File: src/rtl/br_pkg.sv
// br_pkg: shared definitions for the branch resolution unit.
//   - funct3 encodings of the six RV32I conditional branches
//   - bht_state_e: 2-bit saturating direction counter states
//   - bht_next(): counter training step (saturating up/down)
package br_pkg;

  localparam logic [2:0] F3_BEQ  = 3'b000;
  localparam logic [2:0] F3_BNE  = 3'b001;
  localparam logic [2:0] F3_BLT  = 3'b100;
  localparam logic [2:0] F3_BGE  = 3'b101;
  localparam logic [2:0] F3_BLTU = 3'b110;
  localparam logic [2:0] F3_BGEU = 3'b111;

  // MSB of the state is the predicted direction.
  typedef enum logic [1:0] {
    SNT = 2'b00,
    WNT = 2'b01,
    WT  = 2'b10,
    ST  = 2'b11
  } bht_state_e;

  // Saturating counter step: taken moves towards ST, not-taken towards SNT.
  function automatic bht_state_e bht_next(input bht_state_e state, input logic taken);
    bht_state_e nxt;
    nxt = state;
    case (state)
      SNT:     nxt = taken ? WNT : SNT;
      WNT:     nxt = taken ? WT  : SNT;
      WT:      nxt = taken ? ST  : WNT;
      ST:      nxt = taken ? ST  : WT;
      default: nxt = WNT;
    endcase
    return nxt;
  endfunction

endpackage

File: src/rtl/br_cond_eval.sv
// br_cond_eval: combinational branch condition evaluator.
// Ports:
//   a, b     in  XLEN : rs1 / rs2 operand values
//   funct3   in  3    : branch kind (instr[14:12])
//   taken    out 1    : branch condition holds (0 for illegal encodings)
//   illegal  out 1    : funct3 is not a conditional branch (010 / 011)
module br_cond_eval
  import br_pkg::*;
#(
  parameter int XLEN = 32
) (
  input  logic [XLEN-1:0] a,
  input  logic [XLEN-1:0] b,
  input  logic [2:0]      funct3,
  output logic            taken,
  output logic            illegal
);

  // Select the compare named by funct3; anything unrecognised is illegal and never taken.
  always_comb begin
    taken   = 1'b0;
    illegal = 1'b0;
    case (funct3)
      F3_BEQ:  taken = (a == b);
      F3_BNE:  taken = (a != b);
      F3_BLT:  taken = ($signed(a) <  $signed(b));
      F3_BGE:  taken = ($signed(a) >= $signed(b));
      F3_BLTU: taken = (a <  b);
      F3_BGEU: taken = (a >= b);
      default: illegal = 1'b1;
    endcase
  end

endmodule

File: src/rtl/br_resolve_unit.sv
// br_resolve_unit: branch resolution with a 2-bit BHT predictor.
// Ports:
//   clk, rst            in  1    : clock (rising edge), synchronous active-high reset
//   pred_pc / pred_taken in XLEN / out 1 : fetch-time BHT lookup (combinational)
//   in_valid, in_pc, in_target, in_a, in_b, in_funct3, in_pred_taken, flush : branch issue
//   res_valid, res_taken, res_mispredict, res_redirect_pc, res_illegal : registered result,
//                         valid for exactly the cycle after an accepted issue
//   cnt_branches, cnt_mispredicts out CNT_W : saturating performance counters
module br_resolve_unit
  import br_pkg::*;
#(
  parameter int XLEN        = 32,
  parameter int BHT_ENTRIES = 64,
  parameter int CNT_W       = 32
) (
  input  logic             clk,
  input  logic             rst,
  input  logic [XLEN-1:0]  pred_pc,
  output logic             pred_taken,
  input  logic             in_valid,
  input  logic [XLEN-1:0]  in_pc,
  input  logic [XLEN-1:0]  in_target,
  input  logic [XLEN-1:0]  in_a,
  input  logic [XLEN-1:0]  in_b,
  input  logic [2:0]       in_funct3,
  input  logic             in_pred_taken,
  input  logic             flush,
  output logic             res_valid,
  output logic             res_taken,
  output logic             res_mispredict,
  output logic [XLEN-1:0]  res_redirect_pc,
  output logic             res_illegal,
  output logic [CNT_W-1:0] cnt_branches,
  output logic [CNT_W-1:0] cnt_mispredicts
);

  localparam int IDX_W = $clog2(BHT_ENTRIES);

  bht_state_e       bht_q [BHT_ENTRIES];
  bht_state_e       bht_d [BHT_ENTRIES];
  logic             res_valid_q, res_valid_d;
  logic             res_taken_q, res_taken_d;
  logic             res_mis_q, res_mis_d;
  logic             res_ill_q, res_ill_d;
  logic [XLEN-1:0]  res_redir_q, res_redir_d;
  logic [CNT_W-1:0] cnt_br_q, cnt_br_d;
  logic [CNT_W-1:0] cnt_mp_q, cnt_mp_d;

  logic             cond_taken_s;
  logic             cond_illegal_s;
  logic             accept_s;
  logic             mispredict_s;
  logic [IDX_W-1:0] in_idx_s;
  logic [IDX_W-1:0] pred_idx_s;

  br_cond_eval #(.XLEN(XLEN)) u_cond (
    .a       (in_a),
    .b       (in_b),
    .funct3  (in_funct3),
    .taken   (cond_taken_s),
    .illegal (cond_illegal_s)
  );

  assign accept_s     = in_valid & ~flush & ~rst;
  assign mispredict_s = ~cond_illegal_s & (cond_taken_s != in_pred_taken);
  assign in_idx_s     = in_pc[IDX_W+1:2];
  assign pred_idx_s   = pred_pc[IDX_W+1:2];

  // Lookup reads the registered array, so a same-cycle update is not forwarded.
  assign pred_taken = bht_q[pred_idx_s][1];

  // Result, BHT training and counter next-state for an accepted issue.
  always_comb begin
    bht_d       = bht_q;
    res_valid_d = 1'b0;
    res_taken_d = 1'b0;
    res_mis_d   = 1'b0;
    res_ill_d   = 1'b0;
    res_redir_d = '0;
    cnt_br_d    = cnt_br_q;
    cnt_mp_d    = cnt_mp_q;
    if (accept_s) begin
      res_valid_d = 1'b1;
      res_taken_d = cond_taken_s;
      res_mis_d   = mispredict_s;
      res_ill_d   = cond_illegal_s;
      res_redir_d = cond_taken_s ? in_target : (in_pc + XLEN'(3'd4));
      if (!cond_illegal_s) begin
        // Read-modify-write on the current array value: back-to-back hits chain correctly.
        bht_d[in_idx_s] = bht_next(bht_q[in_idx_s], cond_taken_s);
        if (cnt_br_q != {CNT_W{1'b1}}) begin
          cnt_br_d = cnt_br_q + CNT_W'(1'b1);
        end else begin
          cnt_br_d = cnt_br_q;
        end
        if (mispredict_s && (cnt_mp_q != {CNT_W{1'b1}})) begin
          cnt_mp_d = cnt_mp_q + CNT_W'(1'b1);
        end else begin
          cnt_mp_d = cnt_mp_q;
        end
      end else begin
        cnt_br_d = cnt_br_q;
      end
    end else begin
      res_valid_d = 1'b0;
    end
  end

  // State registers; reset returns every BHT entry to weakly-not-taken in one cycle.
  always_ff @(posedge clk) begin
    if (rst) begin
      for (int i = 0; i < BHT_ENTRIES; i++) begin
        bht_q[i] <= WNT;
      end
      res_valid_q <= 1'b0;
      res_taken_q <= 1'b0;
      res_mis_q   <= 1'b0;
      res_ill_q   <= 1'b0;
      res_redir_q <= '0;
      cnt_br_q    <= '0;
      cnt_mp_q    <= '0;
    end else begin
      bht_q       <= bht_d;
      res_valid_q <= res_valid_d;
      res_taken_q <= res_taken_d;
      res_mis_q   <= res_mis_d;
      res_ill_q   <= res_ill_d;
      res_redir_q <= res_redir_d;
      cnt_br_q    <= cnt_br_d;
      cnt_mp_q    <= cnt_mp_d;
    end
  end

  assign res_valid       = res_valid_q;
  assign res_taken       = res_taken_q;
  assign res_mispredict  = res_mis_q;
  assign res_illegal     = res_ill_q;
  assign res_redirect_pc = res_redir_q;
  assign cnt_branches    = cnt_br_q;
  assign cnt_mispredicts = cnt_mp_q;

endmodule

File: config.mk
export PLATFORM = sky130hd
export DESIGN_NAME = br_resolve_unit
export DESIGN_NICKNAME = d
export VERILOG_FILES = /design/src/rtl/br_pkg.sv /design/src/rtl/br_cond_eval.sv /design/src/rtl/br_resolve_unit.sv
export SDC_FILE = /design/constraint.sdc
export NUM_CORES = 1
export LEC_CHECK = 0
export ABC_CLOCK_PERIOD_IN_PS = 5400
export BUFFER_PORTS_ARGS = -buffer_cell sky130_fd_sc_hd__buf_2
export CAP_MARGIN = 20
export CORE_MARGIN = 5
export CORE_UTILIZATION = 40
export CTS_CLUSTER_SIZE = 30
export DETAILED_ROUTE_END_ITERATION = 16
export GPL_TIMING_DRIVEN = 0
export PLACE_DENSITY = 0.69
export SLEW_MARGIN = 20
export SYNTH_ARGS = -nofsm -noshare
export SYNTH_HDL_FRONTEND = slang
export SYNTH_SLANG_ARGS = --single-unit
File: constraint.sdc
create_clock -name clk -period 5.4 [get_ports clk]
set_clock_uncertainty 0.15 [all_clocks]
set_input_delay 1.08 -clock clk [delete_from_list [all_inputs] [get_ports clk]]
set_output_delay 1.08 -clock clk [all_outputs]
set_load 0.01 [all_outputs]
---- Word-level counts from Yosys, hierarchy flattened ----
Index checks and enable logic that the tools add are counted.
Widths: inputs -> output; s select.
storage, ports and cells
  register bits ........................... 228
  input bits .............................. 168
  output and inout bits ................... 101
  logic and storage cells ................. 131
cells by class
  add/sub/neg operators ................... 3
  order comparisons ....................... 7
  equal/unequal tests ..................... 13
  muxes and demuxes ....................... 20
  bitwise logic cells ..................... 8
  reductions and logical operators ........ 9
operator list
  operator               number
  $bwmux 128             1
  $add 32x1->32 const B  2
  $ge 32x32->1           2
  $lt 32x32->1           2
  $ne 32x32->1 const B   2
  $add 32x3->32 const B  1
  $eq 32x32->1           1
  $mux 32                1
  $ne 32x32->1           1
  $bmux 2 s6             2
  $mux 2                 9
  $ge 7x7->1 const B     2
  $not 6->7              2
  $demux 2 s6            1
  $eq 3x3->1 const B     4
  $pmux 2 s4             1
  $lt 7x1->1 const B     1
  $pmux 1 s6             1
  $reduce_and 3->1       2
  $reduce_or 6->1        1
  $eq 2x2->1 const B     2
  $mux 1                 4
  $and 1x1->1            3
  $eq 3x1->1 const B     1
  other kinds (8)        11

---- Logic depth before layout (Yosys ltp) ----
Gate-level depths: netlist of run 1.
  depth in word-level cells ............... 9
  mapped depth ............................ 13
  gate-level depth less buffers ........... 10

---- Cells and area by module ----
A second synthesis of run 1 with hierarchy kept.
second synthesis, totals
  cell total of the unflattened synthesis .. 1367
  area total of the unflattened synthesis .. 11927.7 um^2
modules (own cells, without submodules)
  module           times used  cells each  area each (um^2)  seq. area each (um^2)
  br_resolve_unit  1           1238        10998.0           4564.4
  br_cond_eval     1           129         929.6             0.0

---- Worst setup path after synthesis of run 1 ----
No wires, ideal clock.
  path type ............................... input to output
  start ................................... in pred_pc[2]
  end ..................................... out pred_taken
  arrival time ............................ 3.520 ns
  slack ................................... 0.650 ns
  cell stages on the path ................. 5
  buffers on the path ..................... 2
  path through ............................ clkbuf_1 > buf_1 > mux4_2 > mux4_2 > mux4_2
on the way
  word-level cells in the longest chain between the ends .. 4
RTL lines
  what                                       line                   source
  from (decl)                                br_resolve_unit.sv:18  input logic [XLEN-1:0] pred_pc,
  $not 6->7 (implied by the code)            br_resolve_unit.sv:70  assign pred_taken = bht_q[pred_idx_s][1];
  $bmux 2 s6                                 br_resolve_unit.sv:70
  $mux 2 (implied by the code) (2 in a row)  br_resolve_unit.sv:70
  to (decl)                                  br_resolve_unit.sv:19  output logic pred_taken,
No other way between the ends. The select of a mux whose other input is x is not followed.

---- Worst setup path in the final report of run 1 ----
Ends and elaborated chain as after synthesis.

==> reports/metrics.csv, run 1 <==
metric;value;unit
outcome;finished, final reports clean;
async_flop_share;0;%
fin_nets;1940;
synth_cells;1474;
place_area;14500;um^2
dieWidth;189;um
rsz0062_at_grt;no;
first_pass_iters;6;
clk_latency;0.53;ns
ir_drop;0.000194;V
start_util;40.5;%
grt_overflow;0;
power.density;260;nW/um^2
row_count;65;
cts_buffer_depth;3;
power_frac_seq;42.7;%
io_pins;269;
hold_viol;0;
root_buffer;clkbuf_16;
fp.coreArea;31600;um^2
cts.htree.levels;1;
synth_xor_xnor_area_share;3.90;%
grt_max_degree;14;
max_slew_margin;16.5;%
ys_ff_latch;228;
drt_iter0_markers;1205;
die_height;189;um
drc;0;
swShare;26.6;%
p_sw;0.00106;W
cts_tree;yes;
syn_nets;1677;
die-area;35600;um^2
antenna_found_initial;2;
synth-compound-area-share;15.9;%
synth-edff-count;0;
synth_mux_area_share;12.4;%
grt_pass1_vias;12200;
setup_viol;0;
portBuffers;235;
hpwlAfterDp;32100;um
synth_area;12800;um^2
cts_sinks;228;
wire_per_inst;20.1;um
clk_pin_slew;0.06;ns
synthAdderAreaFrac;3.62;%
ant_nets;0;
cts_buffers;25;
grt_pass1_wl;67500;um
critical_path_class;in -> out;
p_comb_share;13.6;%
clkPwrFrac;43.7;%
synth.avg_cell_area;8.67;um^2
max_freq;190;MHz
drv_cap;0;
synth-main-ff-cell;dfxtp_1;
leakagePower;6.11;nW
worstPathMaxFanout;10;
max_slew.worst_pin.slew;1.25;ns
syn_to_final_growth;19.9;%
internal-power;0.00293;W
period_needed;5.26;ns
synth.distinct_cells;71;
period_share;97.4;%
globalplace.congestion;0.898;
grt.total_usage;23.1;%
yosys_warnings;0;
seq_area_frac_synth;35.7;%
critPathCaptureType;output port;
synth_simple_gate_area_share;23.4;%
post-cts-setup-buffers;0;
cts_hold_buf;0;
total_power;0.00399;W
drive_gt1_share;24.2;%
hold_path_class;reg -> reg;
via_count;12600;
arrival;4.03;ns
cp_data_required_time;4.17;ns
finalWirelength;43200;um
critPathLaunchType;primary input;
maxSlewViolCount;0;
synth_top_family_by_area;simple AND/OR/NAND/NOR gates;
via_per_inst;5.82;
post-route-cell-area;15300;um^2
registers in the layout (all words and copies together) (netlist names):
register,cells
bht_q,128
cnt_branches,32
cnt_mispredicts,32
res_taken,1
res_illegal,1
res_mispredict,1
res_valid,1
res_redirect_pc,32
final cells by class:
cell class | instances | area, um^2
fill | 2998 | 16200
multi-input combinational | 1106 | 7590
sequential | 228 | 4560
timing repair buffer | 236 | 1180
clock buffer | 36 | 737
tap | 402 | 503
buffer | 97 | 494
inverter | 43 | 161
clock inverter | 8 | 93.8
antenna | 1 | 2.50
cells in the final DEF (no fill, tap or decap), types with 5 or more instances in the layout:
cell / synthesis / final
nor2b_1: 42 / 42
a211oi_1: 28 / 28
buf_6: 11 / 11
nor2_1: 135 / 135
and4_1: 10 / 10
nand3_1: 49 / 49
clkinv_2: 0 / 5
xnor2_1: 30 / 30
mux2_2: 41 / 41
o211ai_1: 8 / 8
nand2b_1: 6 / 6
and2_1: 11 / 11
clkbuf_1: 58 / 62
nor4_1: 13 / 12
xor2_1: 27 / 27
nand4_1: 39 / 39
buf_2: 14 / 249
a21oi_1: 33 / 32
mux2i_1: 48 / 48
inv_1: 43 / 43
o21ai_1: 28 / 28
clkbuf_8: 0 / 7
mux4_2: 27 / 27
dfxtp_1: 228 / 228
a221oi_1: 11 / 11
and3_1: 23 / 23
buf_1: 8 / 7
o21ai_0: 134 / 134
clkbuf_16: 0 / 25
buf_4: 6 / 7
nand3b_1: 67 / 67
o21ai_2: 32 / 32
a22oi_1: 13 / 13
nor3_1: 21 / 20
or3_1: 6 / 6
nand2_1: 128 / 128
ha_1: 35 / 35
timing repair:
| action | CTS | global route |
|---|---|---|
| resized for setup | 2 | 0 |
| endpoints found under the setup margin | 1 | 0 |
| hold endpoints to repair | 0 | 0 |
worst max-delay path, stage by stage:
cell	delay [ns]
clkbuf_1	0.57
clkdlybuf4s15_2	0.58
mux4_2	0.58
mux4_2	0.54
mux4_2	0.50
buf_2	0.16
stage by stage:
stage                     setup TNS, ns  util (%)  cells  hold WS (ns)  setup WS [ns]
final                                 0      48.6   2157         0.348          0.139
after global routing                  0      48.6   2157         0.378         0.0406
after CTS                             0      48.6   2156         0.351          0.145
after detailed placement        -0.0719      45.9   2112         0.332        -0.0719
after global placement          -0.0579      45.8   2111         0.323        -0.0579
after floorplan                       0         -   1474         0.301          0.650
kinds of logic after synthesis:
logic type | count (synthesis)
AND/OR/NAND/NOR | 571
adder cells (fa/ha/maj) | 37
XOR/XNOR | 57
buffers and inverters | 140
multiplexers | 119
AO/OA/AOI/OAI | 322
flip-flops | 228
power groups by stage:
stage               registers (W)  logic [W]  clock network, W
finish                    0.00170   0.000540           0.00174
global route              0.00170   0.000582           0.00184
CTS                       0.00170   0.000534           0.00177
detailed placement        0.00174   0.000532                 0
global placement          0.00174   0.000526                 0
floorplan                 0.00175   0.000317                 0
synthesized netlist by cell type (4+ instances only):
cell type / instances / share of area, %
buf_1: 8 / 0.23
o22ai_1: 4 / 0.20
inv_1: 43 / 1.3
mux4_2: 27 / 4.8
a22oi_1: 13 / 0.76
o211ai_1: 8 / 0.47
a21oi_1: 33 / 1.3
a221oi_1: 11 / 0.75
buf_4: 6 / 0.35
xnor2_1: 30 / 2.1
o21ai_2: 32 / 2.2
or3_1: 6 / 0.29
clkbuf_1: 58 / 1.7
o21ai_0: 134 / 5.2
nand2b_1: 6 / 0.29
buf_6: 11 / 0.97
nand4_1: 39 / 1.9
and4_1: 10 / 0.68
buf_2: 14 / 0.55
dfxtp_1: 228 / 36
nand3b_1: 67 / 3.9
mux2i_1: 48 / 3.8
mux2_2: 41 / 3.6
nor2b_1: 42 / 2.1
a22o_1: 4 / 0.27
nor4_1: 13 / 0.64
and2_1: 11 / 0.54
xor2_1: 27 / 1.8
nor4b_1: 4 / 0.27
nand2_1: 128 / 3.8
a211oi_1: 28 / 1.6
ha_1: 35 / 3.4
nor3_1: 21 / 0.82
nor2_1: 135 / 4.0
o21ai_1: 28 / 1.1
nand3_1: 49 / 1.9
and3_1: 23 / 1.1
layer usage:
layer  GRT usage, %  vias to the layer above  wire length [um]
met3           4.89                      124              4290
met4           7.82                        2              1460
li1               -                     5840                 -
met5              0                        -                20
met1           30.3                     5908             17700
met2           37.9                      679             19800
final timing paths:
path,from,to,slack (ns),cells after the start
worst max register to register,cnt_mispredicts[7]$_SDFFE_PP0P_,cnt_mispredicts[30]$_SDFFE_PP0P_,2.09,8
worst max-delay path,pred_pc[2],pred_taken,0.14,6
worst min register to register,bht_q[94]$_SDFFE_PP1P_,bht_q[94]$_SDFFE_PP1P_,0.35,2
worst min-delay path,bht_q[94]$_SDFFE_PP1P_,bht_q[94]$_SDFFE_PP1P_,0.35,2
Power figures use the tool's default switching activity.
==> inputs of run 2 (changes only) <==
- ABC_CLOCK_PERIOD_IN_PS: 5400 -> 4900
- CELL_PAD_IN_SITES_DETAIL_PLACEMENT: not set -> 1
- CELL_PAD_IN_SITES_GLOBAL_PLACEMENT: not set -> 1
- PLACE_DENSITY: 0.69 -> 0.86
- clock period: 5.4 -> 4.9 ns (I/O delays scaled with it)
==> run 2 against run 1 <==
Against the previous run:
- worst setup slack got worse by 0.11 ns
- cell area rose by 0.47%
- first-iteration DRC count down 16%
- largest power group unchanged
==> reports/metrics.csv, run 2 (same netlist as run 1, synthesis figures left out) <==
metric;value;unit;change
outcome;finished, final reports clean;;unchanged
finalWirelength;48500;um;was 43200 um
antenna_found_initial;1;;was 2
wire_per_inst;22.5;um;was 20.1 um
wl_met2;23000;um;was 19800 um
max_slew.worst_pin.slew;1.14;ns;was 1.25 ns
period_needed;4.87;ns;
fillers;3791;;was 2998
hpwlAfterDp;35700;um;was 32100 um
max_slew_margin;23.4;%;was 16.5%
die_height;189;um;unchanged
whs;0.349;ns;was 0.348 ns
drv_cap;0;;unchanged
hold_path_class;reg -> reg;;unchanged
row_count;65;;unchanged
grt_max_degree;14;;unchanged
worstRegToRegCells;9;;was 8
leakagePower;6.13;nW;was 6.11 nW
cp_data_required_time;3.77;ns;was 4.17 ns
hold_viol;0;;unchanged
drt-met1-wl;19300;um;was 17700 um
fin_nets;1940;;unchanged
grt_overflow;0;;unchanged
critPathCaptureType;output port;;unchanged
clk_pin_slew;0.05;ns;was 0.06 ns
cts_sinks;228;;unchanged
grt_pass1_wl;75700;um;was 67500 um
first_pass_iters;5;;was 6
io_pins;269;;unchanged
regMostFlops;bht_q;;unchanged
via_count;12900;;was 12600
cp_cell_sequence;clkbuf_1 > clkbuf_1 > mux4_2 > mux4_2 > mux4_2 > buf_2;;was clkbuf_1 > clkdlybuf4s15_2 > mux4_2 > mux4_2 > mux4_2 > buf_2
ant_nets;0;;unchanged
worstPathMaxFanout;10;;unchanged
via_per_inst;5.99;;was 5.82
critical-path-slowest-cell;clkbuf_1;;was clkdlybuf4s15_2
critPathLaunchType;primary input;;unchanged
arrival;3.74;ns;was 4.03 ns
fp.coreArea;31600;um^2;unchanged
power.density;299;nW/um^2;was 260 nW/um^2
place_ws;-0.392;ns;was -0.0719 ns
dieWidth;189;um;unchanged
layout_commonest_cell;buf_2;;unchanged
finalSetupTns;0;ns;unchanged
cts_tree;yes;;unchanged
critPathMaxStageDelay;0.65;ns;was 0.58 ns
critical_path_class;in -> out;;unchanged
maxSlewViolCount;0;;unchanged
portBuffers;235;;unchanged
globalplace.congestion;0.929;;was 0.898
cts_hold_buf;0;;unchanged
place_area;14500;um^2;about the same
cts.htree.levels;1;;unchanged
syn_to_final_growth;20.5;%;was 19.9%
drc;0;;unchanged
wl_met3;4200;um;was 4290 um
cts_resized;3;;was 2
drt_iter0_markers;1017;;was 1205
cts_buffers;26;;was 25
whs_path_depth;2;;unchanged
period_share;99.4;%;
grt_pass1_vias;13700;;was 12200
post-route-cell-area;15400;um^2;was 15300 um^2
start_util;40.5;%;unchanged
rsz0062_at_grt;no;;unchanged
drive_gt1_share;24.1;%;was 24.2%
cp_common_cell;mux4_2;;unchanged
ir_drop;0.000256;V;was 0.000194 V
finalWorstSetupSlack;0.0308;ns;was 0.139 ns
grt.total_usage;26.1;%;was 23.1%
utilization;48.8;%;was 48.6%
clk_latency;0.56;ns;was 0.53 ns
max_freq;205;MHz;
cts_buffer_depth;3;;unchanged
layout_common_cells;249 x buf_2, 228 x dfxtp_1, 134 x nor2_1, 134 x o21ai_0, 128 x nand2_1;;was 249 x buf_2, 228 x dfxtp_1, 135 x nor2_1, 134 x o21ai_0, 128 x nand2_1
die-area;35600;um^2;unchanged
largest_register_ffs;128;;unchanged
top_layer_used;met4;;was met5
setup_viol;0;;unchanged
post-cts-setup-buffers;0;;unchanged
root_buffer;clkbuf_16;;unchanged
[run 2: cell types whose count changed in the layout (fill, tap and decap cells not counted)]
cell	previous run	this run
clkbuf_1	62	65
clkbuf_8	7	4
clkinv_2	5	2
bufinv_16	2	4
clkbuf_16	25	27
buf_4	7	6
clkbuf_2	0	1
clkinvlp_4	0	1
nor2_1	135	134
nor2_2	1	2
[run 2: worst max-delay path, delay by kind of cell]
kind                   cells  cell delay (ns)
muxes                      3             1.46
buffers and inverters      3             1.28
[run 2: worst paths after layout]
check | from | to | slack [ns]
worst max-delay path | pred_pc[3] | pred_taken | 0.03
worst min-delay path | bht_q[126]$_SDFFE_PP1P_ | bht_q[126]$_SDFFE_PP1P_ | 0.35
worst max register to register | cnt_mispredicts[7]$_SDFFE_PP0P_ | cnt_mispredicts[1]$_SDFFE_PP0P_ | 1.36
worst min register to register | bht_q[126]$_SDFFE_PP1P_ | bht_q[126]$_SDFFE_PP1P_ | 0.35
[run 2: metrics by stage]
stage / cells / total power (W)
finish: 2159 / 0.00460
global route: 2159 / 0.00474
CTS: 2158 / 0.00462
detailed placement: 2111 / 0.00252
floorplan: 1474 / 0.00227
global placement: 2111 / 0.00251
[run 2: report_power, final]
part	internal, W	switching (W)
Sequential	0.00187	0.00000806
Combinational	0.000211	0.000408
Clock	0.00128	0.000823
Total	0.00336	0.00124
[run 2: metal layers]
metal	vias to the layer above	global-route usage [%]
li1	5862	-
met1	6301	32.0
met5	-	0
met4	0	10.7
met2	626	45.1
met3	142	5.04
[run 2: final cells by class]
type / instances / area (um^2) / share of cell area (%)
antenna: 1 / 2.50 / 0.0162
buffer: 97 / 495 / 3.22
clock buffer: 39 / 761 / 4.94
clock inverter: 8 / 146 / 0.951
inverter: 43 / 161 / 1.05
multi-input combinational: 1106 / 7590 / 49.3
sequential: 228 / 4560 / 29.6
tap: 402 / 503 / 3.27
timing repair buffer: 235 / 1180 / 7.64
==> inputs of run 3 (changes only) <==
- ABC_CLOCK_PERIOD_IN_PS: 4900 -> 5650
- CTS_BUF_LIST: not set -> sky130_fd_sc_hd__clkbuf_2 sky130_fd_sc_hd__clkbuf_4 sky130_fd_sc_hd__clkbuf_8
- clock period: 4.9 -> 5.65 ns (I/O delays scaled with it)
==> run 3 against run 2 <==
Against the previous run:
- hold slack improved by 0.0035 ns
- global-route usage about the same
- core utilization about the same
- worst setup slack improved by 0.37 ns
- register-to-register slack improved by 0.83 ns
- combinational power decreased by 13%
- clock-buffer cell count increased by 28
- power decreased by 16%
- first-iteration DRC count increased by 12%
- critical endpoint unchanged
==> reports/metrics.csv, run 3 (same netlist as run 1, synthesis figures left out) <==
metric;value;unit;change
cts_tree;yes;;unchanged
grt_max_degree;12;;was 14
crit_family;multiplexers;;unchanged
hold_viol;0;;unchanged
hold_path_class;reg -> reg;;unchanged
die_height;189;um;unchanged
grt_overflow;0;;unchanged
critical_path_class;in -> out;;unchanged
utilization;48.8;%;about the same
layout_common_cells;249 x buf_2, 228 x dfxtp_1, 134 x nor2_1, 134 x o21ai_0, 128 x nand2_1;;unchanged
regMostFlops;bht_q;;unchanged
cts_resized;0;;was 3
row_count;65;;unchanged
critical-path-slowest-cell;mux4_2;;was clkbuf_1
root_buffer;clkbuf_8;;was clkbuf_16
critPathCaptureType;output port;;unchanged
grt.total_usage;26.1;%;about the same
ant_nets;0;;unchanged
grt_pass1_wl;75500;um;was 75700 um
post-cts-setup-buffers;0;;unchanged
r2r_slack;2.19;ns;was 1.36 ns
fillers;3835;;was 3791
critPathMaxStageDelay;0.57;ns;was 0.65 ns
fp.coreArea;31600;um^2;unchanged
finalWorstSetupSlack;0.399;ns;was 0.0308 ns
period_needed;5.25;ns;
whs_path_depth;2;;unchanged
cts.htree.levels;2;;was 1
r2r_start;cnt_mispredicts[7]$_SDFFE_PP0P_;;unchanged
cp_common_cell;mux4_2;;unchanged
cts_buffer_depth;3;;unchanged
drv_cap;0;;unchanged
cp_cell_sequence;clkbuf_1 > clkbuf_2 > mux4_2 > mux4_2 > mux4_2 > buf_2;;was clkbuf_1 > clkbuf_1 > mux4_2 > mux4_2 > mux4_2 > buf_2
largest_register_ffs;128;;unchanged
max_slew_margin;21.0;%;was 23.4%
cts_buffers;42;;was 26
syn_to_final_growth;20.5;%;about the same
antenna_found_initial;1;;unchanged
drt_iter0_markers;1136;;was 1017
finalSetupTns;0;ns;unchanged
finalWirelength;48300;um;was 48500 um
ir_drop;0.000144;V;was 0.000256 V
critPathLaunchType;primary input;;unchanged
worstReg2RegEnd;cnt_mispredicts[1]$_SDFFE_PP0P_;;unchanged
worstPathMaxFanout;10;;unchanged
cts_sinks;228;;unchanged
layout_commonest_cell;buf_2;;unchanged
grt_pass1_vias;13800;;was 13700
wire_per_inst;22.1;um;was 22.5 um
cts_hold_buf;0;;unchanged
power.density;252;nW/um^2;was 299 nW/um^2
max_freq;190;MHz;
portBuffers;235;;unchanged
globalplace.congestion;0.929;;unchanged
setup_viol;0;;unchanged
period_share;92.9;%;
worstPathBufferInverterCount;3;;unchanged
io_pins;269;;unchanged
place_ws;0.0580;ns;was -0.392 ns
hpwlAfterDp;35700;um;unchanged
first_pass_iters;5;;unchanged
min-delay-start;bht_q[94]$_SDFFE_PP1P_;;was bht_q[126]$_SDFFE_PP1P_
outcome;finished, final reports clean;;unchanged
cp_data_required_time;4.37;ns;was 3.77 ns
drc;0;;unchanged
dieWidth;189;um;unchanged
die-area;35600;um^2;unchanged
rsz0062_at_grt;no;;unchanged
start_util;40.5;%;unchanged
whs_endpoint;bht_q[94]$_SDFFE_PP1P_;;was bht_q[126]$_SDFFE_PP1P_
clk_pin_slew;0.05;ns;about the same
arrival;3.97;ns;was 3.74 ns
worstRegToRegCells;9;;unchanged
dp.cells;2111;;unchanged
drive_gt1_share;25.8;%;was 24.1%
via_per_inst;5.91;;was 5.99
maxSlewViolCount;0;;unchanged
stdcell_count;2189;;was 2159
max_slew.worst_pin.slew;1.18;ns;was 1.14 ns
leakagePower;6.17;nW;was 6.13 nW
clk_latency;0.56;ns;about the same
fin_nets;1956;;was 1940
via_count;12900;;about the same
==> run 3: area by class of cell <==
class | count | area, um^2 | share of cell area, %
Inverter | 43 | 161 | 1.05
Clock inverter | 10 | 86.3 | 0.560
Multi-Input combinational cell | 1106 | 7590 | 49.3
Tap cell | 402 | 503 | 3.26
Antenna cell | 1 | 2.50 | 0.0162
Clock buffer | 67 | 835 | 5.42
Timing Repair Buffer | 235 | 1180 | 7.63
Sequential cell | 228 | 4560 | 29.6
Buffer | 97 | 488 | 3.17
==> run 3: worst max-delay path by stage <==
stage,start,end,slack (ns),cells past startpoint
floorplan,pred_pc[2],pred_taken,0.80,5
global placement,pred_pc[2],pred_taken,0.07,6
detailed placement,pred_pc[2],pred_taken,0.06,6
CTS,pred_pc[2],pred_taken,0.05,6
global route,pred_pc[2],pred_taken,0.28,6
finish,pred_pc[2],pred_taken,0.40,6
==> run 3: worst reg2reg max path, cell delays in order (launching register included) <==
cell     delay [ns]
dfxtp_1        0.46
and4_1         0.33
nand4_1        0.34
nor4_4         0.60
and4_1         0.25
buf_2          0.19
buf_2          0.25
nor3_1         0.08
mux2i_1        0.33
mux2_2         0.38
==> run 3: metal layers <==
layer	vias to the layer above	global-route usage, %	share of wire (%)
met1	6317	32.2	41
met2	596	44.8	48
met3	139	4.95	7.8
li1	5895	-	-
met4	0	11.0	4.1
met5	-	0	0
==> run 3: power breakdown <==
| part | internal, W | switching, W |
|---|---|---|
| clock network | 0.000987 | 0.000728 |
| registers | 0.00162 | 0.00000699 |
| logic | 0.000183 | 0.000354 |
==> run 3: through the flow <==
stage               power (W)  hold WS (ns)  cell area (um^2)
finish                0.00388         0.353             15400
global route          0.00404         0.379             15400
CTS                   0.00391         0.356             15400
detailed placement    0.00219         0.339             14500
global placement      0.00218         0.322             14500
floorplan             0.00197         0.301             12800
